<file path="config.mk">
export PLATFORM = sky130hd
export DESIGN_NAME = chip8_mem_arbiter_flat
export DESIGN_NICKNAME = d
export VERILOG_FILES = /design/src/rtl/chip8_mem_arbiter_if.sv /design/src/rtl/chip8_mem_arbiter.sv /design/src/flat_wrapper.sv
export SDC_FILE = /design/constraint.sdc
export NUM_CORES = 1
export LEC_CHECK = 0
export CORE_MARGIN = 10
export CORE_UTILIZATION = 59
export CTS_BUF_LIST = sky130_fd_sc_hd__clkbuf_4 sky130_fd_sc_hd__clkbuf_8
export CTS_CLUSTER_SIZE = 25
export DETAILED_ROUTE_END_ITERATION = 6
export DONT_BUFFER_PORTS = 1
export PLACE_DENSITY = 0.83
export SYNTH_ARGS = -nofsm -noshare
export SYNTH_HDL_FRONTEND = slang
export SYNTH_SLANG_ARGS = --single-unit
</file>
<file path="constraint.sdc">
create_clock -name clk -period 1.65 [get_ports clk]
set_input_delay 0.33 -clock clk [delete_from_list [all_inputs] [get_ports clk]]
set_output_delay 0.33 -clock clk [all_outputs]
set_load 0.005 [all_outputs]
</file>
<file path="src/rtl/chip8_mem_arbiter_if.sv">
// Bus bundle between the three CHIP-8 memory requesters, the arbiter and
// the synchronous-read main memory macro.
interface chip8_mem_arbiter_if #(
    parameter int AW = 12,
    parameter int DW = 8
);
    logic          f_req;
    logic [AW-1:0] f_addr;
    logic          f_gnt;
    logic          f_rvalid;

    logic          d_req;
    logic          d_we;
    logic          d_lock;
    logic [AW-1:0] d_addr;
    logic [DW-1:0] d_wdata;
    logic          d_gnt;
    logic          d_rvalid;

    logic          v_req;
    logic [AW-1:0] v_addr;
    logic          v_gnt;
    logic          v_rvalid;

    logic [DW-1:0] rdata;
    logic          locked;
    logic          lock_err;

    logic          mem_en;
    logic          mem_we;
    logic [AW-1:0] mem_addr;
    logic [DW-1:0] mem_wdata;
    logic [DW-1:0] mem_rdata;

    // Requesters and memory model side
    modport master (
        output f_req, f_addr,
        output d_req, d_we, d_lock, d_addr, d_wdata,
        output v_req, v_addr,
        output mem_rdata,
        input  f_gnt, f_rvalid, d_gnt, d_rvalid, v_gnt, v_rvalid,
        input  rdata, locked, lock_err,
        input  mem_en, mem_we, mem_addr, mem_wdata
    );

    // Arbiter side
    modport slave (
        input  f_req, f_addr,
        input  d_req, d_we, d_lock, d_addr, d_wdata,
        input  v_req, v_addr,
        input  mem_rdata,
        output f_gnt, f_rvalid, d_gnt, d_rvalid, v_gnt, v_rvalid,
        output rdata, locked, lock_err,
        output mem_en, mem_we, mem_addr, mem_wdata
    );
endinterface

</file>
<file path="src/rtl/chip8_mem_arbiter.sv">
// Rotating-priority arbiter for the CHIP-8 4 KiB main memory, shared by
// instruction fetch (F), CPU data access (D) and the sprite reader (V).
// The data port may lock the memory for multi-byte transfers; a lock that
// reaches LOCK_MAX beats is released by force and flagged on lock_err.
//
//   state     | meaning
//   ----------+-------------------------------------------------------
//   ST_IDLE   | arbitrate F/D/V by rotating priority starting at ptr
//   ST_LOCKED | only D may be granted; ptr frozen; beats are counted
module chip8_mem_arbiter #(
    parameter int AW       = 12,
    parameter int DW       = 8,
    parameter int LOCK_MAX = 16
) (
    input logic               clk,
    input logic               rst,
    chip8_mem_arbiter_if.slave bus
);
    localparam int CW = $clog2(LOCK_MAX + 1);
    localparam logic [CW-1:0] BEAT_MAX = CW'(LOCK_MAX);

    typedef enum logic {ST_IDLE, ST_LOCKED} state_t;
    typedef enum logic [1:0] {SEL_F, SEL_D, SEL_V} sel_t;

    state_t        state, state_nxt;
    sel_t          ptr, ptr_nxt;
    logic [CW-1:0] beat_cnt, beat_nxt, beat_inc;
    logic          gnt_f, gnt_d, gnt_v;
    logic          lock_err_c;
    logic          f_rv_q, d_rv_q, v_rv_q;

    assign beat_inc = beat_cnt + CW'(1);

    // Grant selection, memory drive and next-state decode
    always_comb begin
        gnt_f      = 1'b0;
        gnt_d      = 1'b0;
        gnt_v      = 1'b0;
        lock_err_c = 1'b0;
        state_nxt  = state;
        ptr_nxt    = ptr;
        beat_nxt   = beat_cnt;

        if (!rst) begin
            if (state == ST_LOCKED) begin
                gnt_d = bus.d_req;
            end else begin
                case (ptr)
                    SEL_F: begin
                        if (bus.f_req)      gnt_f = 1'b1;
                        else if (bus.d_req) gnt_d = 1'b1;
                        else if (bus.v_req) gnt_v = 1'b1;
                    end
                    SEL_D: begin
                        if (bus.d_req)      gnt_d = 1'b1;
                        else if (bus.v_req) gnt_v = 1'b1;
                        else if (bus.f_req) gnt_f = 1'b1;
                    end
                    default: begin
                        if (bus.v_req)      gnt_v = 1'b1;
                        else if (bus.f_req) gnt_f = 1'b1;
                        else if (bus.d_req) gnt_d = 1'b1;
                    end
                endcase
            end
        end

        case (state)
            ST_IDLE: begin
                if (gnt_f) ptr_nxt = SEL_D;
                if (gnt_v) ptr_nxt = SEL_F;
                if (gnt_d) begin
                    ptr_nxt = SEL_V;
                    if (bus.d_lock) begin
                        state_nxt = ST_LOCKED;
                        beat_nxt  = CW'(1);
                    end
                end
            end
            default: begin
                if (gnt_d) begin
                    if (!bus.d_lock || beat_inc == BEAT_MAX) begin
                        // Normal release or forced release at the beat limit
                        state_nxt  = ST_IDLE;
                        ptr_nxt    = SEL_V;
                        beat_nxt   = '0;
                        lock_err_c = bus.d_lock;
                    end else begin
                        beat_nxt = beat_inc;
                    end
                end
            end
        endcase
    end

    // State, priority pointer, beat counter and read-valid strobes
    always_ff @(posedge clk or posedge rst) begin
        if (rst) begin
            state    <= ST_IDLE;
            ptr      <= SEL_F;
            beat_cnt <= '0;
            f_rv_q   <= 1'b0;
            d_rv_q   <= 1'b0;
            v_rv_q   <= 1'b0;
        end else begin
            state    <= state_nxt;
            ptr      <= ptr_nxt;
            beat_cnt <= beat_nxt;
            f_rv_q   <= gnt_f;
            d_rv_q   <= gnt_d & ~bus.d_we;
            v_rv_q   <= gnt_v;
        end
    end

    assign bus.f_gnt     = gnt_f;
    assign bus.d_gnt     = gnt_d;
    assign bus.v_gnt     = gnt_v;
    assign bus.f_rvalid  = f_rv_q;
    assign bus.d_rvalid  = d_rv_q;
    assign bus.v_rvalid  = v_rv_q;
    assign bus.rdata     = bus.mem_rdata;
    assign bus.locked    = (state == ST_LOCKED);
    assign bus.lock_err  = lock_err_c;
    assign bus.mem_en    = gnt_f | gnt_d | gnt_v;
    assign bus.mem_we    = gnt_d & bus.d_we;
    assign bus.mem_addr  = gnt_d ? bus.d_addr : (gnt_v ? bus.v_addr : bus.f_addr);
    assign bus.mem_wdata = bus.d_wdata;
endmodule

</file>
<file path="src/flat_wrapper.sv">
// flat-port wrapper written by rule: the top's interface ports become plain ports
module chip8_mem_arbiter_flat 
#(
    parameter int AW       = 12,
    parameter int DW       = 8,
    parameter int LOCK_MAX = 16
)
  (clk, rst, bus_f_req, bus_f_addr, bus_d_req, bus_d_we, bus_d_lock, bus_d_addr, bus_d_wdata, bus_v_req, bus_v_addr, bus_mem_rdata, bus_f_gnt, bus_f_rvalid, bus_d_gnt, bus_d_rvalid, bus_v_gnt, bus_v_rvalid, bus_rdata, bus_locked, bus_lock_err, bus_mem_en, bus_mem_we, bus_mem_addr, bus_mem_wdata);
  chip8_mem_arbiter_if #(.AW(AW), .DW(DW)) bus_i ();
  input logic clk;
  input logic rst;
  input wire logic [$bits(bus_i.f_req)-1:0] bus_f_req;
  input wire logic [$bits(bus_i.f_addr)-1:0] bus_f_addr;
  input wire logic [$bits(bus_i.d_req)-1:0] bus_d_req;
  input wire logic [$bits(bus_i.d_we)-1:0] bus_d_we;
  input wire logic [$bits(bus_i.d_lock)-1:0] bus_d_lock;
  input wire logic [$bits(bus_i.d_addr)-1:0] bus_d_addr;
  input wire logic [$bits(bus_i.d_wdata)-1:0] bus_d_wdata;
  input wire logic [$bits(bus_i.v_req)-1:0] bus_v_req;
  input wire logic [$bits(bus_i.v_addr)-1:0] bus_v_addr;
  input wire logic [$bits(bus_i.mem_rdata)-1:0] bus_mem_rdata;
  output wire logic [$bits(bus_i.f_gnt)-1:0] bus_f_gnt;
  output wire logic [$bits(bus_i.f_rvalid)-1:0] bus_f_rvalid;
  output wire logic [$bits(bus_i.d_gnt)-1:0] bus_d_gnt;
  output wire logic [$bits(bus_i.d_rvalid)-1:0] bus_d_rvalid;
  output wire logic [$bits(bus_i.v_gnt)-1:0] bus_v_gnt;
  output wire logic [$bits(bus_i.v_rvalid)-1:0] bus_v_rvalid;
  output wire logic [$bits(bus_i.rdata)-1:0] bus_rdata;
  output wire logic [$bits(bus_i.locked)-1:0] bus_locked;
  output wire logic [$bits(bus_i.lock_err)-1:0] bus_lock_err;
  output wire logic [$bits(bus_i.mem_en)-1:0] bus_mem_en;
  output wire logic [$bits(bus_i.mem_we)-1:0] bus_mem_we;
  output wire logic [$bits(bus_i.mem_addr)-1:0] bus_mem_addr;
  output wire logic [$bits(bus_i.mem_wdata)-1:0] bus_mem_wdata;
  assign bus_i.f_req = bus_f_req;
  assign bus_i.f_addr = bus_f_addr;
  assign bus_i.d_req = bus_d_req;
  assign bus_i.d_we = bus_d_we;
  assign bus_i.d_lock = bus_d_lock;
  assign bus_i.d_addr = bus_d_addr;
  assign bus_i.d_wdata = bus_d_wdata;
  assign bus_i.v_req = bus_v_req;
  assign bus_i.v_addr = bus_v_addr;
  assign bus_i.mem_rdata = bus_mem_rdata;
  assign bus_f_gnt = bus_i.f_gnt;
  assign bus_f_rvalid = bus_i.f_rvalid;
  assign bus_d_gnt = bus_i.d_gnt;
  assign bus_d_rvalid = bus_i.d_rvalid;
  assign bus_v_gnt = bus_i.v_gnt;
  assign bus_v_rvalid = bus_i.v_rvalid;
  assign bus_rdata = bus_i.rdata;
  assign bus_locked = bus_i.locked;
  assign bus_lock_err = bus_i.lock_err;
  assign bus_mem_en = bus_i.mem_en;
  assign bus_mem_we = bus_i.mem_we;
  assign bus_mem_addr = bus_i.mem_addr;
  assign bus_mem_wdata = bus_i.mem_wdata;
  chip8_mem_arbiter #(.AW(AW), .DW(DW), .LOCK_MAX(LOCK_MAX)) u_core (.clk(clk), .rst(rst), .bus(bus_i));
endmodule
</file>
## Word level (Yosys, flattened, before mapping)

Index checks and enable logic that the tools add are counted.

- Add/subtract/negate cells: 1
- $mul: 0
- Div/mod/pow operators: 0
- Order comparisons: 0
- Eq/ne operators: 4
- Shifts and indexed selects: 0
- Muxes and demuxes: 39
- Bitwise logic cells: 5
- Reduce and logical (&&, ||, !) cells: 7

Operators with widths:

| operator | count |
|---|---|
| 5-bit two-way mux | 5 |
| 12-bit two-way mux | 2 |
| 1-bit two-way mux | 23 |
| 2-bit two-way mux | 6 |
| 1-bit one-hot mux with 2 select lines | 3 |
| 5-bit by 1-bit adder with 5-bit output, second input constant | 1 |
| 5-bit == test, second input constant | 1 |
| 2-bit inequality test, second input constant | 2 |
| 3-bit AND reduction | 1 |
| 3-bit nonzero test | 1 |
| 1-bit bitwise AND | 2 |
| 2-bit by 1-bit == test with 1-bit output, second input constant | 1 |
| 2-bit logical NOT | 1 |
| 1-bit bitwise OR | 2 |
| 2-bit AND reduction | 1 |
| 2-bit nonzero test | 1 |
| 1-bit logical NOT | 1 |
| 1-bit logical OR | 1 |
| 1-bit inverter | 1 |

- Register bits after elaboration: 11
- Latch bits: 0
- Memory bits (writable): 0
- ROM bits: 0
- Bits of input ports: 59
- Output and inout port bits: 38
- Word-level logic and storage cells: 62
- Memories: 0

## Depth between registers and ports, before layout

Gate-level depths: netlist of the first run.

- Word-level depth: 10
- Depth in mapped cells: 6
- Depth with buffers taken out: 4

## Worst setup path before layout of the first run

Ideal clock, no wire load.

- Path kind: reg-to-output
- Start: reg u_core.state (netlist: u_core.bus.locked)
- End: out bus_mem_addr[1]
- Arrival time: 1.314 ns
- Data required time: 1.320 ns
- Slack: 0.006 ns
- Cell stages (with the launch flop): 7
- Path buffers: 2
- Cell sequence: dfrtp_1 -> clkbuf_2 -> nor2_1 -> and2_1 -> buf_4 -> nand3_1 -> a31oi_1

- Word-level cells in the longest chain between the ends: 4
- Elaborated cells between the ends (all ways): 6
- Classes of those cells: mux (6)

Ends and longest elaborated chain:

| item | line | RTL |
|---|---|---|
| from (decl) | chip8_mem_arbiter.sv:25 | `state_t state, state_nxt;` |
| from (signal assigned) | chip8_mem_arbiter.sv:106 | `state <= state_nxt;` |
| 1-bit two-way mux | chip8_mem_arbiter.sv:45 | `if (state == ST_LOCKED) begin` |
| 1-bit two-way mux | chip8_mem_arbiter.sv:44 | `if (!rst) begin` |
| 12-bit two-way mux | chip8_mem_arbiter.sv:126 | `assign bus.mem_addr = gnt_d ? bus.d_addr : (gnt_v ? bus.v_addr : bus.f_addr);` |
| 12-bit two-way mux * | chip8_mem_arbiter.sv:126 |  |
| to (decl) | flat_wrapper.sv:33 | `output wire logic [$bits(bus_i.mem_addr)-1:0] bus_mem_addr;` |

Every way passes the cells marked *; elsewhere a longest branch is shown, timed or not.

## Final worst setup path of the first run

- Start: reg u_core.ptr[0]
- End: out bus_mem_addr[2]

- Word-level cells in the longest chain between the ends: 6
- Elaborated cells between the ends (all ways): 10
- Classes of those cells: eq/ne (1); mux (8); reduce/logical (1)

Ends and longest elaborated chain:

| item | line | RTL |
|---|---|---|
| from (decl) | chip8_mem_arbiter.sv:26 | `sel_t ptr, ptr_nxt;` |
| from (signal assigned) | chip8_mem_arbiter.sv:107 | `ptr <= ptr_nxt;` |
| 2-bit by 1-bit == test with 1-bit output / 2-bit logical NOT (equally long branches) | chip8_mem_arbiter.sv:48 | `case (ptr)` |
| 1-bit one-hot mux with 2 select lines | chip8_mem_arbiter.sv:48 |  |
| 1-bit two-way mux | chip8_mem_arbiter.sv:45 |  |
| 1-bit two-way mux | chip8_mem_arbiter.sv:44 |  |
| 12-bit two-way mux | chip8_mem_arbiter.sv:126 |  |
| 12-bit two-way mux * | chip8_mem_arbiter.sv:126 |  |

Marked as above.

==> flow_summary.toml, run 1 <==
[place]
hpwlAfterDp_um = 2580
dp_cells = 152
io_buffers = 0
finalWeightedCongestion = 0.770

[min_path]
hold_start = "bus_d_we"
min_path_type = "input port to flop"

[status]
outcome = "finished with violations"
violations = "setup timing"

[clocking]
clk_pin_slew_ps = 80
cts_buffers = 3
htreeDepth = 1
tritoncts = "done"
ctsLongestPathBuffers = 2
cts_root_buf = "clkbuf_4"
cts_sinks = 11
clock_latency_ps = 290

[layout]
layout-drive-gt1-share_pct = 51.0
stdcell_count = 176
finish.utilization_pct = 85.8
area.growth.synth_to_final_pct = 33.7
antenna_cells = 0
nets = 212
fillers = 87

[timing]
setup_viol = 21
whs_ps = 96.6
slew_violations = 0
finalWorstSetupSlack_ps = -358
slew_headroom_pct = 63.4
tightest_slew_ps = 548
fmax_mhz = 498
hold_violations = 0
rsz0062_at_grt = "true"
timing.final.crit_share_pct = 122
post-route-min-period_ps = 2010
fin_worst_skew_ps = 16.7

[grt]
antenna_found_initial = 0
grt_overflow_total = 0
grt_max_degree = 16
track_usage_pct = 17.5
grt_pass1_wl_um = 5850
grt_pass1_vias = 1126

[critical_path]
critPathLaunch = "u_core.ptr[0]"
cp-start-kind = "flop"
crit_type = "flop to output pin"
worstSetupEndpointType = "output pin"
crit_fanout = 13
crit_required_ps = 1320
crit_arrival_ps = 1680
r2r-start = "u_core.bus.locked"

[drt]
vias_per_cell = 7.26
dr.pass1.iters = 4
num_vias = 1278
wl_um = 4850
drc = 0
drtIter0Drc = 135
wl_per_cell_um = 27.6
ant_nets = 0

[pwr]
pwr-share-clk_pct = 13.5
p_leak_uw = 0.000590
peakVddDrop_mv = 0.759
powerDensity_nw_per_um2 = 1030
power_switching_uw = 657
cell_internal_pwr_uw = 908
p_comb_share_pct = 57.2
pwr-share-seq_pct = 29.3
p_sw_share_pct = 42.0

[logic_synthesis]
synth_nets = 201
netlist_instances = 141
ys_seq_elements = 11
syn_area_per_cell_um2 = 8.03
yosys.area.top_type_share_pct = 24.3
synth_cell_types = 44
syn_area_um2 = 1130
ys_top_cells_by_area = "dfrtp_1 (24%), buf_4 (12%), a31oi_2 (6.6%), nand3_1 (6.6%), o21ai_0 (6.2%)"
ys_warn_count = 0
seq_area_frac_synth_pct = 24.3
synth_top_cell_by_area = "dfrtp_1"

[die]
dieArea_um2 = 4070
start_util_pct = 64.2
row_count = 15
ios = 97
core_area_um2 = 1760
die_y_um = 63.8
die_w_um = 63.8

[flow_run]
max-cap-violations = 0
[Yosys cell counts (all sizes together)]
cell type and number:
and2b 2, o21a 1, and2 3, o21ai 14
a31oi 12, nand2 9, o211ai 1, nor2 17
buf 22, a22o 1, or2b 1, o31ai 1
dfrtp 11, o21bai 1, clkbuf 2, nor2b 3
nand3 15, a32oi 1, a21oi 2, and3 1
o311ai 2, a32o 2, o221ai 1, o2bb2ai 1
o21ba 1, o22ai 1, nand2b 1, mux2 1
and4b 1, inv 4, ha 1, o311a 1
or3 1, or2 1, xnor2 2
[cell type report]
| class | count | area [um2] | area share, % |
|---|---|---|---|
| Sequential cell | 11 | 279 | 18.4 |
| Inverter | 4 | 15.0 | 0.992 |
| Timing Repair Buffer | 30 | 329 | 21.7 |
| Clock buffer | 4 | 30.0 | 1.98 |
| Tap cell | 25 | 31.3 | 2.07 |
| Multi-Input combinational cell | 102 | 830 | 54.8 |
[cells in the final DEF, fill, tap and decap left out, types with 2 or more instances in the layout]
cell type / netlist / final
nand2_1: 9 / 7
buf_4: 18 / 19
a31oi_2: 6 / 9
buf_16: 0 / 2
buf_6: 1 / 5
inv_2: 0 / 2
a32o_1: 2 / 2
dfrtp_2: 0 / 3
a31oi_4: 0 / 3
nor2_4: 0 / 2
inv_1: 4 / 2
o21ai_1: 0 / 4
buf_12: 1 / 2
nand3_1: 15 / 14
o21ai_0: 14 / 10
nor2b_1: 2 / 2
xnor2_1: 2 / 2
clkbuf_4: 0 / 4
dfrtp_1: 11 / 8
nor2_2: 6 / 7
nor2_1: 11 / 8
and2_4: 0 / 2
[state kept, by name (all words and copies together), names as in the netlist]
| name | cells |
|---|---|
| u_core.beat_cnt | 5 |
| u_core.ptr | 2 |
| u_core.bus.d_rvalid | 1 |
| u_core.bus.f_rvalid | 1 |
| u_core.bus.locked | 1 |
| u_core.bus.v_rvalid | 1 |
[layer usage]
metal / track usage, % / routed length (um) / vias up
met5: 0 / 0 / -
met4: 7.65 / 232 / 0
met3: 11.5 / 665 / 36
met2: 27.6 / 2370 / 123
met1: 17.7 / 1580 / 604
li1: - / - / 515
[logic make-up (layout without fill, tap and decap cells)]
group,Yosys count,count (layout),synth area share (%)
DFF,11,11,24.3
xor gates and xnor gates,2,2,1.55
muxes,1,1,0.994
and+or+nand+nor,55,55,25.2
buffers and inverters,28,38,17.7
adders and majority gates,1,1,1.10
AOI/OAI and AO/OA,43,43,29.2
[metrics by stage]
step / instance area [um2] / setup TNS [ps] / total power, uW / setup WS, ps
final: 1510 / -5340 / 1560 / -358
after global routing: 1510 / -6070 / 1640 / -402
after CTS: 1300 / -3970 / 1310 / -284
after detailed placement: 1090 / 0 / 945 / 1.62
after global placement: 1090 / 0 / 919 / 53.8
after floorplan: 1130 / 0 / 823 / 5.69
[power groups by stage]
stage / Combinational, uW / Clock, uW / Sequential [uW]
after floorplan: 420 / 0 / 403
after global placement: 507 / 0 / 412
after detailed placement: 523 / 0 / 422
after CTS: 665 / 209 / 438
after global routing: 956 / 223 / 460
final: 894 / 212 / 458
[timing repair]
action,4_1_cts,5_1_grt
setup endpoints to repair,18,24
setup buffers,5,12
endpoints found under the hold margin,11,0
resized for setup,22,27
cloned,2,1
pin swaps,5,10
hold buffers,1,0
[critical path, cell delays in order, from the launching register on]
cell	delay, ps
dfrtp_1	430
nor2b_1	310
o21ba_4	260
o21ai_0	130
a31oi_2	250
[path summary, 6_finish.rpt]
check | endpoint | slack [ps] | cells past startpoint
worst max-delay path | bus_mem_addr[2] | -360 | 4
worst min-delay path | u_core.bus.d_rvalid | 100 | 1
worst max register to register | u_core.ptr[1] | -170 | 8
worst min register to register | u_core.beat_cnt[4] | 580 | 1
max in group asynchronous | u_core.beat_cnt[1] | 720 | 2
min in group asynchronous | u_core.beat_cnt[2] | 520 | 2
Note: power is estimated with default switching activity, not from simulation.
==> inputs of run 2 (changes only) <==
Settings changed: CORE_UTILIZATION 59 to 65, PLACE_DENSITY 0.83 to 0.86.
Clock period 1.65 ns to 2.2 ns, I/O delays scaled along.
==> flow_summary.toml, run 2 (synthesized netlist as in run 1, its figures left out) <==
[drt]
drtIter0Drc = 19
dr.pass1.iters = 4
wl_um = 3000
ant_nets = 0
vias_per_cell = 6.98
drc = 0
wl_per_cell_um = 21.3
num_vias = 984

[pwr]
powerDensity_nw_per_um2 = 781
peakVddDrop_mv = 0.596
p_leak_uw = 0.000406

[clocking]
cts_root_buf = "clkbuf_4"
cts_buffers = 3
clk_pin_slew_ps = 70
htreeDepth = 1
clock_latency_ps = 270
post_cts_buffers = 0
tritoncts = "done"
ctsLongestPathBuffers = 2
cts_sinks = 11

[die]
die_w_um = 61.7
start_util_pct = 67.0
core_area_um2 = 1690
die_y_um = 61.7
dieArea_um2 = 3810
ios = 97
row_count = 15

[critical_path]
worstSetupEndpointType = "output pin"
r2r-end = "u_core.ptr[1]"
crit_arrival_ps = 1650
path_cells = "nor2b_2 > o31ai_4 > buf_12 > nor2_1 > a31oi_1"
reg2regPathDepth = 5
cp_slowest_cell = "dfrtp_1"
cp-start-kind = "flop"
critPathMaxStageDelay_ps = 420
crit_fanout = 29
crit_required_ps = 1760
crit_type = "flop to output pin"
r2r-start = "u_core.ptr[0]"
rrSetupSlack_ps = 640
crit_family = "compound AO/OA/AOI/OAI gates"
critPathBufInv = 1

[grt]
grt_max_degree = 30
grt_pass1_wl_um = 4200
grt_pass1_vias = 943
antenna_found_initial = 0
track_usage_pct = 14.4
grt_overflow_total = 0

[layout]
layout-drive-gt1-share_pct = 21.8
area.growth.synth_to_final_pct = -7.51
top_regs = "u_core.beat_cnt x5, u_core.ptr x2"
nets = 185
layout_common_cells = "nand3_1 (15), o21ai_0 (14), nor2_1 (11), dfrtp_1 (11), nand2_1 (8)"
antenna_cells = 0
largest_register_ffs = 5
mostFrequentLayoutCell = "nand3_1"
finish.utilization_pct = 62.0
fillers = 162
top_register = "u_core.beat_cnt"

[timing]
finalWorstSetupSlack_ps = 108
timing.final.crit_share_pct = 95.1
post-route-min-period_ps = 2090
slew_headroom_pct = 70.7
slew_violations = 0
whs_ps = 42.9
setup_tns_ps = 0
fmax_mhz = 478
fin_worst_skew_ps = 3.44
setup_viol = 0
rsz0062_at_grt = "false"
hold_violations = 0
tightest_slew_ps = 435

[status]
outcome = "completed"

[place]
io_buffers = 0
finalWeightedCongestion = 0.770
dp_worst_setup_slack_ps = 191

[min_path]
min_path_type = "input port to asynchronous set/reset pin"

[flow_run]
max-cap-violations = 0
run 2: cell count changes in the layout (fill, tap and decap cells not counted), sizes merged:
cell         previous run  this run
buf                    28         3
clkbuf                  5         4
dlygate4sd3             1         0
run 2: how the worst max path moves through the flow:
stage	from	cells after the start	slack, ps	end
final	u_core.ptr[0]	5	110	bus_mem_addr[0]
after global routing	u_core.ptr[0]	5	20	bus_mem_addr[0]
after CTS	u_core.bus.locked	4	40	bus_mem_addr[6]
after detailed placement	rst	4	190	bus_mem_addr[6]
after global placement	rst	4	360	bus_mem_addr[11]
after floorplan	u_core.bus.locked	6	450	bus_mem_addr[1]
run 2: stage by stage:
| step | total power, uW | std cells | cell area (um2) |
|---|---|---|---|
| floorplan | 617 | 141 | 1130 |
| global placement | 647 | 137 | 1010 |
| detailed placement | 670 | 137 | 1010 |
| CTS | 820 | 141 | 1040 |
| global route | 876 | 141 | 1050 |
| finish | 818 | 141 | 1050 |
run 2: power breakdown:
group,leakage (uW),internal [uW],switching (uW),total [uW]
logic,0.000246,152,197,350
registers,0.000141,250,66.1,316
clock network,0.0000184,82.7,69.6,152
run 2: metal layers:
layer | routed length (um) | global-route usage, % | vias to the layer above | part of all wire, %
met1 | 922 | 11.4 | 448 | 31
met4 | 43 | 6.37 | 0 | 1.4
li1 | - | - | 460 | -
met3 | 497 | 8.74 | 12 | 17
met5 | 0 | 0 | - | 0
met2 | 1540 | 27.4 | 64 | 51
run 2: what timing repair did:
| action | CTS | global route |
|---|---|---|
| gates resized for setup | 1 | 2 |
| hold buffers | 0 | 0 |
| setup endpoints to repair | 1 | 3 |
| pin swaps | 0 | 0 |
| cloned | 0 | 0 |
run 2: final cells by class:
cell class                      count  area [um2]  share of cell area, %
Multi-Input combinational cell    102         671                   64.0
Sequential cell                    11         275                   26.3
Clock buffer                        4        30.0                   2.87
Tap cell                           17        21.3                   2.03
Timing Repair Buffer                3        35.0                   3.35
Inverter                            4        15.0                   1.43
